==> src/rtl/orion_pkg.sv <==
// Shared definitions for the sequence generator / player pair.
// Sizes here must stay in step with the sequence RAM the generator fills.
package orion_pkg;

   localparam int SEQ_DEPTH  = 32;
   localparam int SEQ_DATA_W = 4;
   localparam int SEQ_ADDR_W = $clog2(SEQ_DEPTH);

   typedef enum logic [2:0] {
      IDLE,
      FETCH,
      LATCH,
      SHOW,
      GAP
   } player_state_t;

   function automatic int max_of(input int a, input int b);
      return (a > b) ? a : b;
   endfunction

endpackage

==> src/rtl/phase_timer.sv <==
// Loadable down-counter that times the on and off phases of each step.
// It parks at zero until the next load.
module phase_timer #(
   parameter int W = 3
) (
   input  logic         clk,
   input  logic         rst,
   input  logic         load,
   input  logic [W-1:0] load_val,
   output logic         zero
);

   logic [W-1:0] count_q;
   logic [W-1:0] count_d;

   always_comb begin
      count_d = count_q;
      if (load) begin
         count_d = load_val;
      end else if (count_q != '0) begin
         count_d = count_q - W'(1);
      end
   end

   always_ff @(posedge clk or posedge rst) begin
      if (rst) begin
         count_q <= '0;
      end else begin
         count_q <= count_d;
      end
   end

   assign zero = (count_q == '0);

endmodule

==> src/rtl/sequence_player.sv <==
// Plays back the first len entries of the sequence RAM on the LED path,
// each shown for ON_CYCLES and followed by a blank, then pulses done.
module sequence_player
   import orion_pkg::*;
#(
   parameter  int DEPTH      = SEQ_DEPTH,
   parameter  int DATA_W     = SEQ_DATA_W,
   parameter  int ON_CYCLES  = 4,
   parameter  int OFF_CYCLES = 2,
   localparam int ADDR_W     = $clog2(DEPTH)
) (
   input  logic              clk,
   input  logic              rst,
   input  logic              seq_ready,
   input  logic              start,
   input  logic              abort,
   input  logic [5:0]        len,
   output logic [ADDR_W-1:0] rd_addr,
   input  logic [DATA_W-1:0] rd_data,
   output logic [DATA_W-1:0] led,
   output logic              led_valid,
   output logic              busy,
   output logic              done,
   output logic [ADDR_W-1:0] step
);

   localparam int TIMER_W = $clog2(max_of(ON_CYCLES, OFF_CYCLES)) + 1;
   localparam logic [TIMER_W-1:0] ON_LOAD  = TIMER_W'(ON_CYCLES - 1);
   localparam logic [TIMER_W-1:0] OFF_LOAD = TIMER_W'(OFF_CYCLES - 1);
   localparam logic [5:0]         MAX_LEN  = 6'(DEPTH);

   player_state_t     state_q, state_d;
   logic [5:0]        len_q, len_d;
   logic [ADDR_W-1:0] step_q, step_d;
   logic [ADDR_W-1:0] rd_addr_q, rd_addr_d;
   logic              loaded_q, loaded_d;
   logic [DATA_W-1:0] led_q, led_d;
   logic              led_valid_q, led_valid_d;
   logic              done_q, done_d;
   logic              busy_q, busy_d;

   logic               timer_load;
   logic [TIMER_W-1:0] timer_val;
   logic               timer_zero;

   phase_timer #(
      .W (TIMER_W)
   ) u_phase_timer (
      .clk      (clk),
      .rst      (rst),
      .load     (timer_load),
      .load_val (timer_val),
      .zero     (timer_zero)
   );

   always_comb begin
      state_d     = state_q;
      len_d       = len_q;
      step_d      = step_q;
      rd_addr_d   = rd_addr_q;
      loaded_d    = loaded_q | seq_ready;
      led_d       = led_q;
      led_valid_d = led_valid_q;
      done_d      = 1'b0;
      timer_load  = 1'b0;
      timer_val   = ON_LOAD;

      if (abort && state_q != IDLE) begin
         state_d     = IDLE;
         led_d       = '0;
         led_valid_d = 1'b0;
      end else begin
         case (state_q)
            IDLE: begin
               if (start && loaded_q) begin
                  len_d = (len > MAX_LEN) ? MAX_LEN : len;
                  if (len == 6'd0) begin
                     done_d = 1'b1;
                  end else begin
                     step_d    = '0;
                     rd_addr_d = '0;
                     state_d   = FETCH;
                  end
               end
            end
            FETCH: begin
               state_d = LATCH;
            end
            LATCH: begin
               led_d       = rd_data;
               led_valid_d = 1'b1;
               timer_load  = 1'b1;
               timer_val   = ON_LOAD;
               state_d     = SHOW;
            end
            SHOW: begin
               if (timer_zero) begin
                  led_d       = '0;
                  led_valid_d = 1'b0;
                  timer_load  = 1'b1;
                  timer_val   = OFF_LOAD;
                  state_d     = GAP;
               end
            end
            GAP: begin
               // Compare in the 6-bit length domain so len_q = 32 ends at step 31.
               if (timer_zero) begin
                  if (6'(step_q) == len_q - 6'd1) begin
                     state_d = IDLE;
                     done_d  = 1'b1;
                  end else begin
                     step_d    = step_q + ADDR_W'(1);
                     rd_addr_d = step_q + ADDR_W'(1);
                     state_d   = FETCH;
                  end
               end
            end
            default: begin
               state_d = IDLE;
            end
         endcase
      end

      busy_d = (state_d != IDLE);
   end

   always_ff @(posedge clk or posedge rst) begin
      if (rst) begin
         state_q     <= IDLE;
         len_q       <= '0;
         step_q      <= '0;
         rd_addr_q   <= '0;
         loaded_q    <= 1'b0;
         led_q       <= '0;
         led_valid_q <= 1'b0;
         done_q      <= 1'b0;
         busy_q      <= 1'b0;
      end else begin
         state_q     <= state_d;
         len_q       <= len_d;
         step_q      <= step_d;
         rd_addr_q   <= rd_addr_d;
         loaded_q    <= loaded_d;
         led_q       <= led_d;
         led_valid_q <= led_valid_d;
         done_q      <= done_d;
         busy_q      <= busy_d;
      end
   end

   assign rd_addr   = rd_addr_q;
   assign led       = led_q;
   assign led_valid = led_valid_q;
   assign busy      = busy_q;
   assign done      = done_q;
   assign step      = step_q;

endmodule
==> config.mk <==
export PLATFORM = sky130hd
export DESIGN_NAME = sequence_player
export DESIGN_NICKNAME = d
export VERILOG_FILES = /design/src/rtl/orion_pkg.sv /design/src/rtl/phase_timer.sv /design/src/rtl/sequence_player.sv
export SDC_FILE = /design/constraint.sdc
export NUM_CORES = 1
export LEC_CHECK = 0
export ABC_AREA = 1
export BUFFER_PORTS_ARGS = -buffer_cell sky130_fd_sc_hd__clkbuf_2
export CAP_MARGIN = 20
export CORE_ASPECT_RATIO = 0.7
export CORE_UTILIZATION = 30
export CTS_BUF_LIST = sky130_fd_sc_hd__clkbuf_8 sky130_fd_sc_hd__clkbuf_16
export DETAILED_ROUTE_END_ITERATION = 8
export PLACE_DENSITY_LB_ADDON = 0.2
export SYNTH_ARGS = -nofsm -noshare
export SYNTH_HDL_FRONTEND = slang
export SYNTH_SLANG_ARGS = --single-unit
==> constraint.sdc <==
create_clock -name clk -period 2.8 [get_ports clk]
set_input_delay 0.42 -clock clk [delete_from_list [all_inputs] [get_ports clk]]
set_output_delay 0.42 -clock clk [all_outputs]
set_load 0.03 [all_outputs]
# Word level (Yosys, flattened, before mapping)
# Cells that the tools add are included.
# totals
reg_bits,25
in_bits,15
output_inout_bits,17
wordCells,72
# op_classes
addsub,3
magnitude_cmp,1
eq_ne,10
mux,33
bitwise_logic,2
reduce_logical,14
# op_table
operator,n
$mux 3,7
$mux 5,4
$pmux 3 s5,1
$reduce_bool 3->1,4
$mux 1,10
$pmux 5 s2,1
$mux 4,2
$ne 2x2->1 const B,4
$pmux 4 s2,1
$eq 3x2->1 const B,2
$eq 5x6->1,1
$gt 6x6->1 const B,1
$logic_not 3->1,2
$logic_not 6->1,1
$mux 2,3
$mux 6,1
$pmux 1 s2,3
$reduce_and 6->1,1
$sub 6x1->6 const B,1
$add 5x1->5 const B,1
$reduce_bool 2->1,2
$eq 3x1->1 const B,1
$eq 3x3->1 const B,1
$ne 3x3->1 const B,1
6 further kinds,7

# Depth between registers and ports, before layout
# Gate-level depths: netlist of run 1.
# depth
depth_word,7
ltp_mapped,14
depth_no_buf,14

# Modules after synthesis
# A second synthesis of run 1 with hierarchy kept.
# unflattened
hier_cells,222
area_unflattened_um2,1579.0
# modules_own_cells
mod,n_inst,cells_per_inst,area_per_inst_um2,seq_area_each_um2
sequence_player,1,189,1367.6,550.5
phase_timer,1,33,211.5,75.1

# Least setup slack after synthesis of run 1
# OpenSTA, ideal clock, no wires.
# synth_timing
kind,reg-to-reg
start,register len_q[0]
end,"register rd_addr_q[0], in the netlist rd_addr[0]"
setup_ns,0.065
arrival_time_ns,1.487
t_required_ns,2.735
slack_ns,1.248
stages_incl_launch_ff,14
n_path_buf,0
synth_period_minus_slack_ns,1.552
cell_sequence,dfrtp_1 inv_2 ha_1 nand2_1 nand2_1 nor2_1 nand3_2 nor2_4 nand2_2 nand2_2 nand2_4 nand2_4 nand2_1 nand2_1
# synth_between
elab_chain_len,4
# synth_lines
element,line_no,text
"start, declared",sequence_player.sv:33,"logic [5:0] len_q, len_d;"
"start signal, assigned",sequence_player.sv:140,len_q <= len_d;
$sub 6x1->6,sequence_player.sv:108,if (6'(step_q) == len_q - 6'd1) begin
$eq 5x6->1,sequence_player.sv:108,
$ne 2x2->1 (no source line),-,
$reduce_and 6->1 (no source line),-,
"end signal, assigned",sequence_player.sv:142,rd_addr_q <= rd_addr_d;
"end, declared",sequence_player.sv:35,"logic [ADDR_W-1:0] rd_addr_q, rd_addr_d;"
# Every way passes these cells.
# A chain may end at the register's enable or synchronous reset.

# Final worst setup path of run 1
# layout_timing
start,register len_q[0]
end,"register rd_addr_q[2], in the netlist rd_addr[2]"
# Same word-level chain as after synthesis.

==> results of run 1 <==
-- cell usage after synthesis --
cell / instances
sky130_fd_sc_hd__nor2_4: 3
sky130_fd_sc_hd__nor3_2: 1
sky130_fd_sc_hd__inv_2: 11
sky130_fd_sc_hd__nor3_1: 1
sky130_fd_sc_hd__nor2_1: 13
sky130_fd_sc_hd__nand4_1: 3
sky130_fd_sc_hd__or2_2: 1
sky130_fd_sc_hd__nand3_1: 21
sky130_fd_sc_hd__nand2_1: 45
sky130_fd_sc_hd__nand2_2: 2
sky130_fd_sc_hd__o22ai_1: 4
sky130_fd_sc_hd__ha_1: 4
sky130_fd_sc_hd__xor2_1: 2
sky130_fd_sc_hd__nand3_2: 3
sky130_fd_sc_hd__buf_4: 5
sky130_fd_sc_hd__o2111ai_1: 1
sky130_fd_sc_hd__o211ai_1: 1
sky130_fd_sc_hd__nand3b_1: 1
sky130_fd_sc_hd__a211oi_1: 1
sky130_fd_sc_hd__a21oi_1: 3
sky130_fd_sc_hd__or2_1: 1
sky130_fd_sc_hd__dfrtp_1: 25
sky130_fd_sc_hd__o21ai_0: 8
sky130_fd_sc_hd__nand2_4: 2
sky130_fd_sc_hd__nor3b_1: 1
sky130_fd_sc_hd__a21oi_2: 1
sky130_fd_sc_hd__nor2_2: 3
sky130_fd_sc_hd__inv_1: 35
-- kinds of logic after synthesis --
group	after synthesis
compound gates	19
buf+inv	51
xor+xnor	2
simple gates	101
flops	25
fa+ha+maj	4
-- flip-flops by register name, indices dropped and copies added (netlist names) --
register and cells:
state_q 3, led_valid 1, rd_addr 5, len_q 6
u_phase_timer.count_q 3, busy 1, loaded_q 1, led 4
done 1
-- worst max-delay path by stage --
stage | endpoint | start | slack (ns)
after global routing | rd_addr[3]$_DFFE_PP0P_ | len_q[0]$_DFFE_PP0P_ | 0.90
after detailed placement | rd_addr[0]$_DFFE_PP0P_ | len_q[0]$_DFFE_PP0P_ | 1.14
after floorplan | rd_addr[0]$_DFFE_PP0P_ | len_q[0]$_DFFE_PP0P_ | 1.25
after CTS | rd_addr[0]$_DFFE_PP0P_ | len_q[0]$_DFFE_PP0P_ | 1.11
final | rd_addr[2]$_DFFE_PP0P_ | len_q[0]$_DFFE_PP0P_ | 1.10
after global placement | rd_addr[2]$_DFFE_PP0P_ | len_q[0]$_DFFE_PP0P_ | 1.14
-- per-stage QoR --
step / cells / setup slack, ns / total power [W]
5_1_grt: 302 / 0.897 / 0.00180
3_5_place_dp: 298 / 1.14 / 0.00142
2_1_floorplan: 202 / 1.25 / 0.00123
3_3_place_gp: 298 / 1.14 / 0.00142
6_report: 302 / 1.10 / 0.00162
4_1_cts: 302 / 1.11 / 0.00164
-- where the power goes --
| group | leakage, nW | internal, W | switching, W |
|---|---|---|---|
| clock | 0.0255 | 0.0000997 | 0.000119 |
| combinational | 0.592 | 0.000275 | 0.000571 |
| sequential | 0.323 | 0.000476 | 0.0000832 |
-- final cells by class --
type | instances | area, um^2 | area share
clock inverters | 1 | 5.00 | 0.00282
repair buffers | 32 | 163 | 0.0916
multi-input cells | 126 | 682 | 0.384
inverters | 46 | 173 | 0.0973
clock buffers | 3 | 41.3 | 0.0233
well taps | 69 | 86.3 | 0.0486
flip-flops and latches | 25 | 626 | 0.352
-- layer usage --
metal,part of all wire,wire length (um),up-vias
met5,0,0,-
met4,0.0060,19,0
met3,0.051,162,2
met2,0.35,1090,33
met1,0.59,1880,546
li1,-,-,688
-- worst reg2reg max path: stages (launching register included) --
cell                      delay (ns)
sky130_fd_sc_hd__dfrtp_1        0.40
sky130_fd_sc_hd__inv_2          0.12
sky130_fd_sc_hd__ha_1           0.24
sky130_fd_sc_hd__inv_1          0.07
sky130_fd_sc_hd__nand2_1        0.07
sky130_fd_sc_hd__nand3_1        0.06
sky130_fd_sc_hd__nand2_1        0.09
sky130_fd_sc_hd__nand3_2        0.08
sky130_fd_sc_hd__nor2_4         0.10
sky130_fd_sc_hd__nand2_2        0.06
sky130_fd_sc_hd__nand2_2        0.07
sky130_fd_sc_hd__nand2_4        0.08
sky130_fd_sc_hd__nand2_4        0.09
sky130_fd_sc_hd__nand2_1        0.05
sky130_fd_sc_hd__nand2_1        0.06
==> impl_results.md, run 1 <==
* Fin. max-slew vios at 0
* Peak supply drop at roughly 270 uV
* Arrival time at the worst endpoint at 1.91 ns
* Setup violations, final at 0
* Number of fillers in the final layout at a little over 500
* Run status: finished, final reports clean
* Leading cell type in the layout, fill and taps excluded: sky130_fd_sc_hd__nand2_1
* Time the worst path needs with I/O delays and setup at approximately 1.7 ns
* Residual antenna-violating net count after detailed routing at 0
* Path type of the worst min-delay path: in2async
* Beginning of the worst register-to-register path: len_q[0]$_DFFE_PP0P_
* Cts repair resizes at 0
* Achievable Freq at between 500 and 600 MHz
* Capturing point of the worst reg2reg path: rd_addr[2]$_DFFE_PP0P_
* Maximum number of pins on one net before global-route repair at 26
* Compound-gate portion of the synthesized area at 0.0742
* Synthesized cell area at between 1500 and 2000 um^2
* Crit path required time at a little over 3 ns
* Worst path depth at 14
* M2 GR Usage at 0.161
* Crit path largest cell delay at roughly 0.40 ns
* Largest fanout of any net on the critical path at 8
* Slew at the pin closest to its max-slew limit at 0.321 ns
* Post CTS Setup Buffer Count at 0
* Number of nets in the final layout at between 200 and 300
* Synth top area share at 0.412
* Critical path buffer and inverter count at 2
* Critical Path End Type: flip-flop
* First-pass iteration count of the detailed router at 4
* Cell type with the largest total area after synthesis: sky130_fd_sc_hd__dfrtp_1
* Clock latency on the worst-skew pair at roughly 0.27 ns
* Final standard cell utilization of the core at 0.369
* Slowest library cell on the worst path: sky130_fd_sc_hd__dfrtp_1
* Wirelength per Cell at between 10 and 15 um
* Synth Instances at 202
* Total clock buffers created by CTS at 3
* Clk root buf: sky130_fd_sc_hd__clkbuf_8
* Sort of element at the start of the critical path: flip-flop
* P&R area growth vs syn at 17.0%
* Area of the core at ~4800 um^2
* Average size of a mapped cell at around 7.5 um^2
* Count of pins on the block boundary at 32
* Most heavily used metal layer in global routing: met1
* Total number of vias at around 1.3k
* Mux share of post-synthesis cell area at 0
* CTS tree: done
* Total congestion overflow at 0
* Leakage power figure at 0.940 nW
* Diodes inserted at 0
* Detailed router's first-iteration violation count at 54
* Global routing usage on met3 at 0.0322
* Commonest non-fill, non-tap cells in the layout: sky130_fd_sc_hd__nand2_1, sky130_fd_sc_hd__inv_1, sky130_fd_sc_hd__clkbuf_2
* Kind of critical path: reg2reg
* Total placed instance area at between 1500 and 2000 um^2
* Adder-cell share of the synthesized area at 0.0330
* Number of hold-repair buffers added at the cts stage at 0
* Internal reg-to-reg setup slack at ~1.1 ns
* Initial antenna violation count at 0
* Pwr per Cell Area at roughly 900 nW/um^2
* Fraction of synthesized cell area in xor and xnor cells at 0.0115
* Synthesized-area fraction occupied by and/or/nand/nor cells at 0.331
* Count of input and output buffers at 31
* Number of flip-flops and latches in the synthesized netlist at 25
* Placed wire-length estimate at between 2 and 2.5 mm
* Global Route met1 Usage at 0.218
* Final number of hold-violating endpoints at 0
* First-pass GRT wire length at 5.33 mm
* Vertical die dimension at 61.5 um
* Main combinational cell family by area after synthesis: simple AND/OR/NAND/NOR gates
* Sequential element share of the synthesized area at 0.412
* Post-route standard cell area excluding fillers at approximately 1800 um^2
* Die Footprint at approximately 5400 um^2
* Ordered cell list for the critical path: inv_2 -> ha_1 -> inv_1 -> nand2_1 -> nand3_1 -> nand2_1 -> nand3_2 -> nor2_4 -> nand2_2 -> nand2_2 -> nand2_4 -> nand2_4 -> nand2_1 -> nand2_1
* Synthesis warning total at 0
* Global router's overall resource usage at 0.131
* Vias in the first global route at around 1.1k
* Share of final-layout standard cells stronger than drive strength 1 at 0.270
* Cell count of the worst reg-to-reg path at 14
* Min Hold Slack at around 0.16 ns
* Final critical-path share of the clock period at 0.605
* Setup TNS at 0 ns
* Buffers from clock root to sink, at most at 2
* Via density per instance at 4.20
* Weighted congestion reported at the end of routability-driven placement at about 0.82
* Cell occurring most often along the worst timing path: sky130_fd_sc_hd__nand2_1
* Number of max-cap violations at 0
* Setup repair after global routing missed its margin: no
* Post-route clock skew at between 0.002 and 0.003 ns
* Clock Pin Slew Worst Setup and Hold Paths at 0.09 ns
* Net count after synthesis at 221
* Initial core utilization at 0.316
* Worst slew margin relative to its limit at 0.786
* Sink count of the clock tree at 25
* Unique cell type count in the Yosys netlist at 28
* Cell types occupying the most area after synthesis: sky130_fd_sc_hd__dfrtp_1, sky130_fd_sc_hd__nand2_1, sky130_fd_sc_hd__inv_1, sky130_fd_sc_hd__nand3_1, sky130_fd_sc_hd__ha_1
* Delay-heaviest family, CP: simple AND/OR/NAND/NOR gates
* Die width at roughly 87 um
* Number of core rows at 21
* DRC violation count after routing at 0
* Level count of the clock H-tree at 1
* Wire length after detailed routing at about 3.2 mm
Power figures use the tool's default switching activity.
==> run 2, diff against run 1 <==
==> constraint.sdc (replaced) <==
create_clock -name clk -period 1.44 [get_ports clk]
set_input_delay 0.216 -clock clk [delete_from_list [all_inputs] [get_ports clk]]
set_output_delay 0.216 -clock clk [all_outputs]
set_load 0.03 [all_outputs]
==> run 2 against run 1 <==
Net effect:
- the run now ends with setup timing left
- final cell count rose by 11%
- register-to-register slack got worse by 1.2 ns
- critical path depth fell by 2
- worst hold slack got worse by 0.034 ns
- clock power rose by 94%
- die area did not move
- largest cell class unchanged
==> impl_results.md, run 2 (synthesized netlist as in run 1, its figures left out) <==
* Leading cell type in the layout, fill and taps excluded: sky130_fd_sc_hd__nand2_1
* Level count of the clock H-tree at 1 (unchanged)
* Arrival time at the worst endpoint at 1.77 ns (-0.14 ns)
* First-pass iteration count of the detailed router at 4 (unchanged)
* Maximum number of pins on one net before global-route repair at 26 (unchanged)
* P&R area growth vs syn at 37.3%
* CTS tree: done
* Combined area of the multi-input logic cells at 741 um^2 (+8.6%)
* Sort of element at the start of the critical path: flip-flop
* Total number of vias at 1,374 (+8.3%)
* Internal Pwr Total at 0.00209 W (+150%)
* Number of flip-flops in the largest register at 6 (unchanged)
* Register with the most flip-flops: len_q
* Number of nets in the final layout at 285 (+13%)
* Total congestion overflow at 0 (unchanged)
* Time the worst path needs with I/O delays and setup at 1.56 ns (-0.130 ns)
* Initial core utilization at 0.316 (unchanged)
* Number of max-cap violations at 0 (unchanged)
* Number of fillers in the final layout at 501 (-2.0%)
* Placed Cells at 323 (+8.4%)
* Largest fanout of any net on the critical path at 4 (-4)
* Die Footprint at 5350 um^2 (unchanged)
* Detailed router's first-iteration violation count at 49 (-9.3%)
* Share of final-layout standard cells stronger than drive strength 1 at 0.408 (+0.137)
* Final critical-path share of the clock period at 1.09 (+0.481)
* Clk root buf: sky130_fd_sc_hd__clkbuf_8
* Run status: complete, but fails checks
* Proportion of power drawn by the clock network at 0.112 (-0.023)
* First-pass GRT wire length at 5.57 mm (+4.4%)
* Critical Path End Type: flip-flop
* Global router's overall resource usage at 0.139 (+0.00746)
* Psw at 0.00169 W (+120%)
* Setup ws final at -0.125 ns (-1.23 ns)
* Diodes inserted at 0 (unchanged)
* Placed wire-length estimate at 2.66 mm (+7.8%)
* Initial antenna violation count at 0 (unchanged)
* Path type of the worst min-delay path: in2reg
* Wirelength per Cell at 10.2 um (-2.1%)
* Reg area at 626 um^2 (unchanged)
* Setup repair after global routing missed its margin: yes
* Pwr per Cell Area at 1820 nW/um^2 (+99%)
* Total clock buffers created by CTS at 3 (unchanged)
* Final number of hold-violating endpoints at 0 (unchanged)
* Design Power at 0.00378 W (+130%)
* Vias in the first global route at 1,170 (+9.3%)
* Crit path required time at 1.65 ns (-1.37 ns)
* Slew at the pin closest to its max-slew limit at 0.322 ns (+0.000973 ns)
* Achievable Freq at 639 MHz (+8.3%)
* Share of total power in sequential cells at 0.286 (-0.058)
* Area of the core at 4810 um^2 (unchanged)
* Clock Pin Slew Worst Setup and Hold Paths at 0.09 ns (about the same)
* Residual antenna-violating net count after detailed routing at 0 (unchanged)
* Die width at 87.0 um (unchanged)
* Vertical die dimension at 61.5 um (unchanged)
* Non-filler instance count after layout at 334 (+11%)
* Min Hold Slack at 0.127 ns (-0.0339 ns)
* Kind of critical path: reg2reg
* Via density per instance at 4.11 (-2.1%)
* Weighted congestion reported at the end of routability-driven placement at 0.801 (-1.9%)
* Sink count of the clock tree at 25 (unchanged)
* Wire length after detailed routing at 3.42 mm (+8.3%)
* Post-route clock skew at 0.00145 ns (-0.00120 ns)
* Buffers from clock root to sink, at most at 2 (unchanged)
* Fin. max-slew vios at 0 (unchanged)
* Count of input and output buffers at 31 (unchanged)
* Combinational fraction of design power at 0.602 (+0.081)
* DRC violation count after routing at 0 (unchanged)
* Clock latency on the worst-skew pair at 0.27 ns (about the same)
* Sw Share at 0.447 (-0.0292)
* Setup violations, final at 8 (+8)
* Number of core rows at 21 (unchanged)
* Violated checks: setup timing
* Worst slew margin relative to its limit at 0.785 (about the same)
* Leakage power figure at 1.12 nW (+19%)
* Peak supply drop at 661 uV (+150%)
* Count of pins on the block boundary at 32 (unchanged)
* Commonest non-fill, non-tap cells in the layout: sky130_fd_sc_hd__nand2_1, sky130_fd_sc_hd__clkbuf_2, sky130_fd_sc_hd__buf_4
## run 2: cell types whose count changed in the layout (fill, tap and decap cells not counted), moves of 2 or more
| cell | delta |
|---|---|
| sky130_fd_sc_hd__buf_4 | +30 |
| sky130_fd_sc_hd__inv_1 | -5 |
| sky130_fd_sc_hd__o21ai_0 | -5 |
| sky130_fd_sc_hd__o21ai_1 | +5 |
| sky130_fd_sc_hd__inv_2 | +4 |
| sky130_fd_sc_hd__nand2_1 | -3 |
| sky130_fd_sc_hd__ha_1 | -2 |
| sky130_fd_sc_hd__nand2_4 | +2 |
| sky130_fd_sc_hd__nor2_1 | -2 |
## run 2: power groups by stage
| stage | logic, W | clock network, W | registers, W |
|---|---|---|---|
| 6_report | 0.00228 | 0.000424 | 0.00108 |
| 5_1_grt | 0.00258 | 0.000463 | 0.00112 |
| 4_1_cts | 0.00217 | 0.000443 | 0.00108 |
| 3_5_place_dp | 0.00205 | 0 | 0.00109 |
| 3_3_place_gp | 0.00205 | 0 | 0.00109 |
| 2_1_floorplan | 0.00120 | 0 | 0.00122 |
## run 2: routing by layer
metal / GRT usage / vias to the layer above / wire length [um]
met5: 0 / - / 0
met4: 0.0143 / 0 / 6
met3: 0.0362 / 2 / 151
met2: 0.179 / 28 / 1210
met1: 0.229 / 592 / 2050
li1: - / 752 / -
## run 2: path summary, 6_finish.rpt
check,startpoint,to,slack (ns),depth (start not counted)
min,seq_ready,loaded_q$_DFF_PP0_,0.13,2
min in group asynchronous,rst,u_phase_timer.count_q[2]$_DFFE_PP0P_,0.51,4
max reg2reg,len_q[0]$_DFFE_PP0P_,done$_DFF_PP0_,-0.12,12
max,len_q[0]$_DFFE_PP0P_,done$_DFF_PP0_,-0.12,12
min reg2reg,u_phase_timer.count_q[2]$_DFFE_PP0P_,u_phase_timer.count_q[2]$_DFFE_PP0P_,0.48,1
max in group asynchronous,rst,state_q[2]$_DFF_PP0_,0.68,4
## run 2: metrics by stage
stage	cell area (um^2)	setup slack, ns	setup TNS, ns	util
detailed placement	1930	-0.152	-1.16	0.401
global route	2080	-0.258	-1.89	0.433
CTS	2030	-0.141	-0.879	0.421
floorplan	1530	-0.0846	-0.472	-
finish	2080	-0.125	-0.691	0.433
global placement	1930	-0.126	-0.913	0.401
## run 2: repair_timing
action                                  CTS  global route
pin swaps                                10             8
gates resized for setup                   6            18
endpoints found under the setup margin   16            20
hold buffers                              1             0
endpoints found under the hold margin    25             0
setup buffers                             4             2
## run 2: final cells by class
class	instances	area share
Clock buffer	3	0.0198
Clock inverter	1	0.00240
Inverter	46	0.0841
Multi-Input combinational cell	126	0.356
Sequential cell	25	0.300
Tap cell	69	0.0414
Timing Repair Buffer	64	0.196
## run 2: worst max-delay path, cell delays in order, from the launching register on
cell and delay (ns):
sky130_fd_sc_hd__dfrtp_1 0.40, sky130_fd_sc_hd__inv_2 0.08, sky130_fd_sc_hd__ha_4 0.15, sky130_fd_sc_hd__inv_1 0.05, sky130_fd_sc_hd__nand2_1 0.05, sky130_fd_sc_hd__nand3_1 0.06, sky130_fd_sc_hd__nand2_1 0.09, sky130_fd_sc_hd__nand3_2 0.09
sky130_fd_sc_hd__nor2_4 0.10, sky130_fd_sc_hd__buf_4 0.11, sky130_fd_sc_hd__buf_6 0.07, sky130_fd_sc_hd__nand4_1 0.09, sky130_fd_sc_hd__a21oi_2 0.15
==> run 3, diff against run 2 <==
--- a/config.mk
+++ b/config.mk
@@ -15,4 +15,5 @@
 export PLACE_DENSITY_LB_ADDON = 0.2
 export SYNTH_ARGS = -nofsm -noshare
 export SYNTH_HDL_FRONTEND = slang
+export SYNTH_HIERARCHICAL = 1
 export SYNTH_SLANG_ARGS = --single-unit
==> run 3 against run 2 <==
Net effect:
- power rose by 8.5%
- critical path depth fell by 3
- sequential power barely moved
- synthesized cell count rose by 9.9%
- maximum frequency fell by 1.0%
- utilization rose by 2.5 points
- worst hold slack got worse by 0.010 ns
- the flow still finishes with violations (setup timing)
- critical endpoint unchanged
- sequential share of layout area fell by 2.2 points
==> impl_results.md, run 3 <==
* Synthesis warning total at 6 (+6)
* Violated checks: setup timing
* Internal reg-to-reg setup slack at -0.14 ns (-0.02 ns)
* Sequential element share of the synthesized area at 0.396 (-0.0160)
* Buffers from clock root to sink, at most at 2 (unchanged)
* Total congestion overflow at 0 (unchanged)
* Final number of hold-violating endpoints at 0 (unchanged)
* Count of input and output buffers at 31 (unchanged)
* Vertical die dimension at 62.7 um (+1.9%)
* Global router's overall resource usage at 0.149 (+0.0101)
* Slowest library cell on the worst path: sky130_fd_sc_hd__dfrtp_1
* Reg area at 626 um^2 (unchanged)
* Share of flip-flops with an asynchronous set or reset at 1.00 (unchanged)
* Weighted congestion reported at the end of routability-driven placement at 0.791 (-1.2%)
* Most common cell in the synthesized netlist: sky130_fd_sc_hd__nand2_1
* Share of final-layout standard cells stronger than drive strength 1 at 0.418 (+0.0106)
* Initial core utilization at 0.321 (+0.00573)
* Crit path largest cell delay at 0.39 ns (about the same)
* Cell types occupying the most area after synthesis: sky130_fd_sc_hd__dfrtp_1, sky130_fd_sc_hd__nand2_1, sky130_fd_sc_hd__inv_1, sky130_fd_sc_hd__nand3_1, sky130_fd_sc_hd__nor2_1
* Number of flip-flops and latches in the synthesized netlist at 25 (unchanged)
* Number of core rows at 21 (unchanged)
* Area of the core at 4910 um^2 (+2.2%)
* Maximum number of pins on one net before global-route repair at 23 (-12%)
* Unique cell type count in the Yosys netlist at 29 (+3.6%)
* Total number of vias at 1,533 (+12%)
* Average size of a mapped cell at 7.11 um^2 (-5.3%)
* Total clock buffers created by CTS at 3 (unchanged)
* Sort of element at the start of the critical path: flip-flop
* Clock latency on the worst-skew pair at 0.28 ns (about the same)
* Number of flops mapped to enable cells by yosys at 0 (unchanged)
* Psw at 0.00186 W (+10%)
* Crit path required time at 1.66 ns (about the same)
* Delay-heaviest family, CP: flip-flops
* Die width at 88.7 um (+2.0%)
* Leading cell type in the layout, fill and taps excluded: sky130_fd_sc_hd__nand2_1
* Largest fanout of any net on the critical path at 3 (-1)
* Final critical-path share of the clock period at 1.10 (+0.0110)
* CTS tree: done
* Pwr per Cell Area at 1820 nW/um^2 (+0.44%)
* Commonest non-fill, non-tap cells in the layout: sky130_fd_sc_hd__nand2_1, sky130_fd_sc_hd__clkbuf_2, sky130_fd_sc_hd__buf_4
* Wirelength per Cell at 10.6 um (+3.9%)
* Ordered cell list for the critical path: inv_2 -> ha_4 -> xor2_1 -> nand2_1 -> a21oi_4 -> nand3_2 -> buf_4 -> o22ai_2 -> and2_1
* Initial antenna violation count at 0 (unchanged)
* Design Power at 0.00410 W (+8.5%)
* Leakage power figure at 1.20 nW (+7.2%)
* Sw Share at 0.454 (+0.00695)
* Number of max-cap violations at 0 (unchanged)
* Achievable Freq at 633 MHz (-1.0%)
* Net count after synthesis at 241 (+9.0%)
* Path type of the worst min-delay path: in2reg
* Proportion of power drawn by the clock network at 0.109 (-0.003)
* Residual antenna-violating net count after detailed routing at 0 (unchanged)
* Vias in the first global route at 1,439 (+23%)
* Setup repair after global routing missed its margin: yes
* Synth top area share at 0.396 (-0.0160)
* Clk root buf: sky130_fd_sc_hd__clkbuf_8
* Level count of the clock H-tree at 1 (unchanged)
* Detailed router's first-iteration violation count at 46 (-6.1%)
* Register with the most flip-flops: len_q
* Cell type with the largest total area after synthesis: sky130_fd_sc_hd__dfrtp_1
* Sink count of the clock tree at 25 (unchanged)
* Count of pins on the block boundary at 32 (unchanged)
* Synthesized cell area at 1580 um^2 (+4.0%)
* Fin. max-slew vios at 0 (unchanged)
* Number of flip-flops in the largest register at 6 (unchanged)
* Share of total power in sequential cells at 0.268 (-0.018)
* Total placed instance area at 2000 um^2 (+3.6%)
* Synth Instances at 222 (+9.9%)
* Most used flip-flop cell after synthesis: sky130_fd_sc_hd__dfrtp_1
* Peak supply drop at 807 uV (+22%)
* Most frequent cells after synthesis: sky130_fd_sc_hd__nand2_1, sky130_fd_sc_hd__inv_1, sky130_fd_sc_hd__dfrtp_1, sky130_fd_sc_hd__nor2_1, sky130_fd_sc_hd__nand3_1
* Post-route clock skew at 0.00474 ns (+0.00329 ns)
* Combinational fraction of design power at 0.623 (+0.021)
* Placed wire-length estimate at 2.88 mm (+8.2%)
* Setup violations, final at 10 (+2)
* Number of fillers in the final layout at 530 (+5.8%)
* Wire length after detailed routing at 3.78 mm (+11%)
* Critical Path End Type: flip-flop
* Setup ws final at -0.141 ns (-0.0159 ns)
* P&R area growth vs syn at 42.5%
* Via density per instance at 4.31 (+4.7%)
* Post-route standard cell area excluding fillers at 2250 um^2 (+8.0%)
* Die Footprint at 5560 um^2 (+3.9%)
* Number of nets in the final layout at 307 (+7.7%)
* First-pass GRT wire length at 6.43 mm (+15%)
* Combined area of the multi-input logic cells at 887 um^2 (+20%)
* DRC violation count after routing at 0 (unchanged)
* Critical path buffer and inverter count at 2 (-2)
* Clock Pin Slew Worst Setup and Hold Paths at 0.10 ns (about the same)
* Kind of critical path: reg2reg
* Internal Pwr Total at 0.00224 W (+7.1%)
* Time the worst path needs with I/O delays and setup at 1.58 ns (+0.0159 ns)
* Arrival time at the worst endpoint at 1.80 ns (+0.03 ns)
* First-pass iteration count of the detailed router at 4 (unchanged)
* Run status: complete, but fails checks
* Diodes inserted at 0 (unchanged)
[run 3: changes by cell type in the layout (fill, tap and decap cells not counted), moves of 3 or more]
cell | previous run | this run
sky130_fd_sc_hd__nand3_1 | 20 | 12
sky130_fd_sc_hd__nand2_1 | 42 | 63
sky130_fd_sc_hd__nor2_1 | 11 | 17
sky130_fd_sc_hd__o22ai_2 | 0 | 3
sky130_fd_sc_hd__inv_1 | 30 | 26
sky130_fd_sc_hd__buf_6 | 1 | 4
sky130_fd_sc_hd__nand2_2 | 3 | 8
sky130_fd_sc_hd__o21ai_2 | 0 | 3
[run 3: final cells by class]
class / count / share of cell area
Multi-Input combinational cell: 149 / 0.394
Sequential cell: 25 / 0.278
Timing Repair Buffer: 66 / 0.194
Inverter: 43 / 0.0740
Tap cell: 69 / 0.0384
Clock buffer: 3 / 0.0184
Clock inverter: 1 / 0.00334
[run 3: power groups by stage]
stage | clock (W) | sequential [W] | combinational (W)
5_1_grt | 0.000496 | 0.00113 | 0.00287
3_3_place_gp | 0 | 0.00109 | 0.00211
2_1_floorplan | 0 | 0.00122 | 0.00129
4_1_cts | 0.000460 | 0.00109 | 0.00221
6_report | 0.000445 | 0.00110 | 0.00256
3_5_place_dp | 0 | 0.00109 | 0.00213
[run 3: routing by layer]
metal | share of wire | track usage | up-vias | wire length, um
met4 | 0.0058 | 0.0363 | 0 | 22
met5 | 0 | 0 | - | 0
li1 | - | - | 806 | -
met3 | 0.034 | 0.0370 | 2 | 130
met1 | 0.52 | 0.216 | 700 | 1950
met2 | 0.44 | 0.220 | 25 | 1680
[run 3: worst paths after layout]
check                                           from                                   end  depth (start not counted)
worst max-delay path            len_q[1]$_DFFE_PP0P_                        done$_DFF_PP0_                          9
worst max register to register  len_q[1]$_DFFE_PP0P_                        done$_DFF_PP0_                          9
min in group asynchronous                        rst  u_phase_timer/count_q[1]$_DFFE_PP0P_                          3
worst min-delay path                       seq_ready                    loaded_q$_DFF_PP0_                          2
worst min register to register    loaded_q$_DFF_PP0_                    loaded_q$_DFF_PP0_                          1
max in group asynchronous                        rst                  len_q[1]$_DFFE_PP0P_                          4
[run 3: kinds of logic after synthesis]
logic type                 count (synthesis)  share of synthesized area
buffers and inverters                     48                      0.129
DFF                                       25                      0.396
other                                      2                    0.00476
xor gates and xnor gates                   3                     0.0166
adders and majority gates                  4                     0.0317
and+or+nand+nor                          122                      0.352
AOI/OAI and AO/OA                         18                     0.0697
[run 3: worst register-to-register path, cell delays in order, from the launching register on]
cell	delay [ns]
sky130_fd_sc_hd__dfrtp_1	0.39
sky130_fd_sc_hd__inv_2	0.06
sky130_fd_sc_hd__ha_4	0.26
sky130_fd_sc_hd__xor2_1	0.13
sky130_fd_sc_hd__nand2_1	0.10
sky130_fd_sc_hd__a21oi_4	0.12
sky130_fd_sc_hd__nand3_2	0.10
sky130_fd_sc_hd__buf_4	0.15
sky130_fd_sc_hd__o22ai_2	0.08
sky130_fd_sc_hd__and2_1	0.14
[run 3: per-stage QoR]
| step | setup slack [ns] | hold slack (ns) | utilization | TNS (ns) | cells |
|---|---|---|---|---|---|
| floorplan | -0.0487 | -0.0304 | - | -0.267 | 222 |
| global placement | -0.0987 | 0.0805 | 0.407 | -1.02 | 344 |
| finish | -0.141 | 0.117 | 0.458 | -0.986 | 356 |
| global route | -0.263 | 0.109 | 0.458 | -2.37 | 356 |
| detailed placement | -0.127 | 0.0867 | 0.407 | -1.21 | 344 |
| CTS | -0.132 | 0.111 | 0.426 | -0.836 | 350 |
[run 3: repair_timing]
item	in CTS	in global routing
hold endpoints to repair	25	0
hold buffers	1	0
setup buffers	1	6
resized for setup	8	28
pin swaps	5	10
setup endpoints to repair	16	17
